<file path="config.mk">
export PLATFORM = sky130hd
export DESIGN_NAME = rand_range
export DESIGN_NICKNAME = d
export VERILOG_FILES = /design/src/rtl/rand_range_pkg.sv /design/src/rtl/rand_mod_reduce.sv /design/src/rtl/rand_range.sv
export SDC_FILE = /design/constraint.sdc
export NUM_CORES = 1
export LEC_CHECK = 0
export CORE_MARGIN = 10
export CORE_UTILIZATION = 57
export CTS_CLUSTER_DIAMETER = 200
export DETAILED_ROUTE_END_ITERATION = 10
export GPL_TIMING_DRIVEN = 0
export PLACE_DENSITY = 0.82
export SYNTH_ARGS = -nofsm -noshare
export SYNTH_HDL_FRONTEND = slang
export SYNTH_SLANG_ARGS = --single-unit
</file>
<file path="constraint.sdc">
create_clock -name clk -period 4.6 [get_ports clk]
set_clock_uncertainty 0.1 [all_clocks]
set_input_delay 0.92 -clock clk [delete_from_list [all_inputs] [get_ports clk]]
set_output_delay 0.92 -clock clk [all_outputs]
set_load 0.02 [all_outputs]
</file>
<file path="src/rtl/rand_range_pkg.sv">
// rand_range_pkg
//   Shared definitions for the bounded random index block.
//   - RAND_W  : width of the random word produced by the LFSR generator.
//   - state_e : controller state encoding (IDLE, REDUCE, CHECK), 2 bits.
package rand_range_pkg;

   localparam int unsigned RAND_W = 8;

   typedef enum logic [1:0] {
      IDLE   = 2'd0,
      REDUCE = 2'd1,
      CHECK  = 2'd2
   } state_e;

endpackage : rand_range_pkg

</file>
<file path="src/rtl/rand_mod_reduce.sv">
// rand_mod_reduce
//   Load/subtract loop that reduces a random word into 0..RANGE-1 by
//   repeatedly subtracting RANGE, one subtraction per clock.
//   Ports:
//     clk, rst_n : clock, asynchronous active-low reset
//     start_i    : load data_i into the work register
//     data_i     : random word to reduce
//     run_i      : allow one subtraction this cycle (only if work >= RANGE)
//     work_o     : current work value
//     done_o     : work is already below RANGE (combinational)
module rand_mod_reduce
   import rand_range_pkg::*;
#(
   parameter int unsigned RANGE = 9
) (
   input  logic              clk,
   input  logic              rst_n,
   input  logic              start_i,
   input  logic [RAND_W-1:0] data_i,
   input  logic              run_i,
   output logic [RAND_W-1:0] work_o,
   output logic              done_o
);

   localparam logic [RAND_W-1:0] RANGE_W = RAND_W'(RANGE);

   logic [RAND_W-1:0] work_q;
   logic [RAND_W-1:0] work_d;

   // Subtraction is gated by work >= RANGE, so the 8-bit result never wraps.
   always_comb begin
      work_d = work_q;
      if (start_i) begin
         work_d = data_i;
      end else if (run_i && (work_q >= RANGE_W)) begin
         work_d = work_q - RANGE_W;
      end
   end

   always_ff @(posedge clk or negedge rst_n) begin
      if (!rst_n) begin
         work_q <= '0;
      end else begin
         work_q <= work_d;
      end
   end

   assign work_o = work_q;
   assign done_o = (work_q < RANGE_W);

endmodule : rand_mod_reduce

</file>
<file path="src/rtl/rand_range.sv">
// rand_range
//   Samples the free-running random byte on request, reduces it into
//   0..RANGE-1 and, with NO_REPEAT, bumps the result so two consecutive
//   results never match.
//   Handshake: req is sampled only while idle (busy=0); a request raised
//   while busy is dropped, not queued. valid is a one-cycle pulse marking
//   that value has just been updated; value holds until the next pulse.
//   Ports:
//     clk, rst_n : clock, asynchronous active-low reset
//     rand_in    : random byte from the LFSR generator
//     req        : request a new value
//     busy       : operation in flight (state != IDLE)
//     valid      : one-cycle pulse, value updated
//     value      : result 0..RANGE-1
module rand_range
   import rand_range_pkg::*;
#(
   parameter int unsigned RANGE     = 9,
   parameter bit          NO_REPEAT = 1'b1
) (
   input  logic              clk,
   input  logic              rst_n,
   input  logic [RAND_W-1:0] rand_in,
   input  logic              req,
   output logic              busy,
   output logic              valid,
   output logic [RAND_W-1:0] value
);

   if (RANGE < 1 || RANGE > 255) begin : g_bad_range
      $error("rand_range: RANGE must be within 1..255");
   end

   localparam logic [RAND_W-1:0] RANGE_M1 = RAND_W'(RANGE - 1);
   // With a single output value there is nothing to bump to.
   localparam bit BUMP_EN = NO_REPEAT && (RANGE > 1);

   state_e            state_q, state_d;
   logic [RAND_W-1:0] last_q, last_d;
   logic              have_prev_q, have_prev_d;
   logic [RAND_W-1:0] value_q, value_d;
   logic              valid_q, valid_d;

   logic              red_start;
   logic              red_run;
   logic [RAND_W-1:0] work;
   logic              red_done;
   logic [RAND_W-1:0] res;

   rand_mod_reduce #(
      .RANGE (RANGE)
   ) u_reduce (
      .clk     (clk),
      .rst_n   (rst_n),
      .start_i (red_start),
      .data_i  (rand_in),
      .run_i   (red_run),
      .work_o  (work),
      .done_o  (red_done)
   );

   // Bump to the next value (wrapping to 0) when the raw result would repeat.
   always_comb begin
      res = work;
      if (BUMP_EN && have_prev_q && (work == last_q)) begin
         res = (work == RANGE_M1) ? '0 : work + 1'b1;
      end
   end

   always_comb begin
      state_d     = state_q;
      last_d      = last_q;
      have_prev_d = have_prev_q;
      value_d     = value_q;
      valid_d     = 1'b0;
      red_start   = 1'b0;
      red_run     = 1'b0;
      unique case (state_q)
         IDLE: begin
            if (req) begin
               red_start = 1'b1;
               state_d   = REDUCE;
            end
         end
         REDUCE: begin
            red_run = 1'b1;
            if (red_done) begin
               state_d = CHECK;
            end
         end
         CHECK: begin
            value_d     = res;
            last_d      = res;
            have_prev_d = 1'b1;
            valid_d     = 1'b1;
            state_d     = IDLE;
         end
         default: begin
            state_d = IDLE;
         end
      endcase
   end

   always_ff @(posedge clk or negedge rst_n) begin
      if (!rst_n) begin
         state_q     <= IDLE;
         last_q      <= '0;
         have_prev_q <= 1'b0;
         value_q     <= '0;
         valid_q     <= 1'b0;
      end else begin
         state_q     <= state_d;
         last_q      <= last_d;
         have_prev_q <= have_prev_d;
         value_q     <= value_d;
         valid_q     <= valid_d;
      end
   end

   assign busy  = (state_q != IDLE);
   assign valid = valid_q;
   assign value = value_q;

endmodule : rand_range
</file>
==> results.cfg <==
[timing]
timing.fmax_ghz = 0.389
grt_setup_unrepaired = false
report.final.slew_viol_count = 0
finalWorstSetupSlack_ns = 2.03
slew-limit-headroom_pct = 38.7
layout_min_cycle_time_ns = 2.57
timing.final.hold_violations = 0
final.setup.tns_ns = 0
slew_at_the_pin_closest_to_its_max_slew_limit_ns = 0.917
finalSetupViolCount = 0
finalCritPeriodShare_pct = 55.9

[cells_and_area]
n_fill_cell = 183
final_nets = 185
drive_above_1_share_pct = 14.3
instances_no_fill = 196
fin_util_pct = 72.2
final_cell_mix = sky130_fd_sc_hd__dfrtp_1, sky130_fd_sc_hd__clkdlybuf4s50_1, sky130_fd_sc_hd__o21ai_1, sky130_fd_sc_hd__nor2_1, sky130_fd_sc_hd__nand2_1
area_growth_syn_to_fin_pct = 19.0
antennaDiodeCount = 0

[worst_setup_path]
critical_path.cell_chain = or2_1 -> clkdlybuf4s50_1
critical-path-top-delay-family = buffers and inverters
worst_setup_path_type = reg -> out
crit_slowest_cell = sky130_fd_sc_hd__clkdlybuf4s50_1
crit_fanout = 6
worst-endpoint-arrival_ns = 1.55
worst_setup_path_end_kind = primary output
crit_required_ns = 3.58
worst_setup_path_start_kind = flop
cp_slowest_stage_delay_ns = 0.55
critical_path_buf_inv_count = 1

[grt]
grt_start_max_net_pins = 21
grt_pass1_vias = 1114
grt_antenna_before_repair = 0
grt_first_pass_wirelength_um = 4970
globalRoute.totalOverflow = 0
globalRouteTotalUtil_pct = 13.6

[synthesis]
synthesis.nets = 160
yosys.area.top_type_share_pct = 37.0
seq_area_frac_synth_pct = 37.0
synth_enable_flop_cells = 0
distinct_cells_synth = 41
synth.top_cells.by_area = sky130_fd_sc_hd__dfrtp_1, sky130_fd_sc_hd__xnor2_1, sky130_fd_sc_hd__o21ai_1
synth.cell_area_mm2 = 0.00135
postSynthRegisterBits = 20
synthesis.yosys.warnings = 0
mean_instance_size_in_the_synthesized_netlist_um2 = 9.34
ys_async_sr_fraction_pct = 100
netlist.top_cell.by_area = sky130_fd_sc_hd__dfrtp_1
yosys_most_used_dff = sky130_fd_sc_hd__dfrtp_1
post_synth_inst_count = 145

[run]
max-cap-violations = 0

[clock_tree]
cts_max_path_buffers = 2
clock-root-buffer = sky130_fd_sc_hd__clkbuf_4
cts-buffers-inserted = 3
post_cts_buffers = 0
clock_latency_on_the_worst_skew_pair_ns = 0.30
cts.hold.buffers_added = 0
tritoncts = built
h-tree-depth = 1
clock-sinks = 20
postCtsResizedCells = 0
clk_slew_on_worst_s_h_paths_ns = 0.10

[placed_design]
dpl.hpwl_um = 2310
placed_cells = 193
routabilityCongestion = 0.902
post-place-ws_ns = 1.99
numPortBuffers = 20

[detailed_routing]
via_count_of_the_routed_design = 1134
met2RoutedLength_um = 1510
post_drt_via_cell_ratio = 5.79
detailedRoute.firstIterationViolations = 40
drc_errors = 0
detailed_route_wl_um = 2920
met3WireLength_um = 82
route.antenna.remaining_nets = 0
top_layer_used = met4
route.detailed.wl_per_inst_um = 14.9
met1_length_um = 1290
first_pass_iters = 4

[run_status]
status = finished, final reports clean

[floorplan]
die_area_mm2 = 0.00472
fp.dieW_um = 68.7
ioPinCount = 21
rows = 17
die_height_um = 68.7
coreArea_mm2 = 0.00223
initial_core_util_pct = 60.6

[pwr]
leakagePower_nw = 0.663
total_power_mw = 1.18
p_per_area_mw_per_mm2 = 732
worst_ir_drop_vdd_mv = 0.477

[worst_hold_path]
worstHoldPathType = reg -> reg
final timing paths:
| check | startpoint | slack (ns) | depth (start not counted) | end |
|---|---|---|---|---|
| worst max-delay path | state_q[0]$_DFFE_PN0P_ | 2.03 | 2 | busy |
| min in group asynchronous | rst_n | 1.02 | 1 | value[7]$_DFFE_PN0P_ |
| max in group asynchronous | rst_n | 2.81 | 1 | u_reduce.work_o[3]$_DFFE_PN0P_ |
| worst min-delay path | state_q[1]$_DFFE_PN0P_ | 0.38 | 1 | state_q[1]$_DFFE_PN0P_ |
| worst max register to register | u_reduce.work_o[0]$_DFFE_PN0P_ | 2.38 | 9 | u_reduce.work_o[1]$_DFFE_PN0P_ |
| worst min register to register | state_q[1]$_DFFE_PN0P_ | 0.38 | 1 | state_q[1]$_DFFE_PN0P_ |
metrics by stage:
step | hold slack, ns | instance area [um2]
3_3_place_gp | 0.355 | 1590
6_report | 0.380 | 1610
5_1_grt | 0.405 | 1610
2_1_floorplan | 0.331 | 1350
4_1_cts | 0.382 | 1610
3_5_place_dp | 0.363 | 1590
flip-flops by register name, indices dropped and copies added (netlist names):
register / count
valid: 1
u_reduce.work_o: 8
value: 8
state_q: 2
have_prev_q: 1
area by class of cell:
class	count	area (um2)	share of cell area (%)
buffer	10	61.3	3.80
timing repair buffer	20	200	12.4
tap	28	35.0	2.17
inverter	5	18.8	1.16
multi-input combinational	110	773	48.0
clock buffer	3	22.5	1.40
sequential	20	500	31.1
Yosys cell counts (all sizes together) (3+ instances only):
master,n
nor2,11
nand2,11
nand2b,4
a22oi,3
inv,5
o21ai,16
dfrtp,20
buf,9
nor2b,3
nor3,3
nor4,6
ha,4
nand3,7
a31oi,3
a21oi,9
xnor2,11
power breakdown:
part / internal, mW / switching, mW / leakage [nW]
registers: 0.256 / 0.0784 / 0.249
clock network: 0.0305 / 0.0518 / 0.0138
logic: 0.332 / 0.430 / 0.400
logic make-up (layout without fill, tap and decap cells):
| kind of cell | count (synthesis) | count (layout) | share of synthesized area [%] |
|---|---|---|---|
| multiplexers | 2 | 2 | 1.48 |
| XOR/XNOR | 11 | 11 | 8.23 |
| flip-flops | 20 | 20 | 37.0 |
| buffers and inverters | 15 | 38 | 5.91 |
| adder cells (fa/ha/maj) | 4 | 4 | 3.70 |
| AND/OR/NAND/NOR | 51 | 51 | 24.4 |
| AO/OA/AOI/OAI | 42 | 42 | 19.3 |
per-layer routing:
metal  vias to the layer above  GRT usage [%]
met1                       549           15.5
met5                         -              0
met3                         4           2.09
li1                        563              -
met2                        18           24.4
met4                         0           6.40
worst reg2reg max path, stage by stage (launching register included):
cell and delay, ns:
sky130_fd_sc_hd__dfrtp_1 0.39, sky130_fd_sc_hd__buf_2 0.23, sky130_fd_sc_hd__inv_1 0.11, sky130_fd_sc_hd__ha_1 0.23, sky130_fd_sc_hd__nand2b_1 0.12, sky130_fd_sc_hd__nand2_1 0.16
sky130_fd_sc_hd__a41o_2 0.38, sky130_fd_sc_hd__buf_6 0.16, sky130_fd_sc_hd__a211oi_1 0.18, sky130_fd_sc_hd__a21oi_1 0.06
Note: power is estimated with default switching activity, not from simulation.
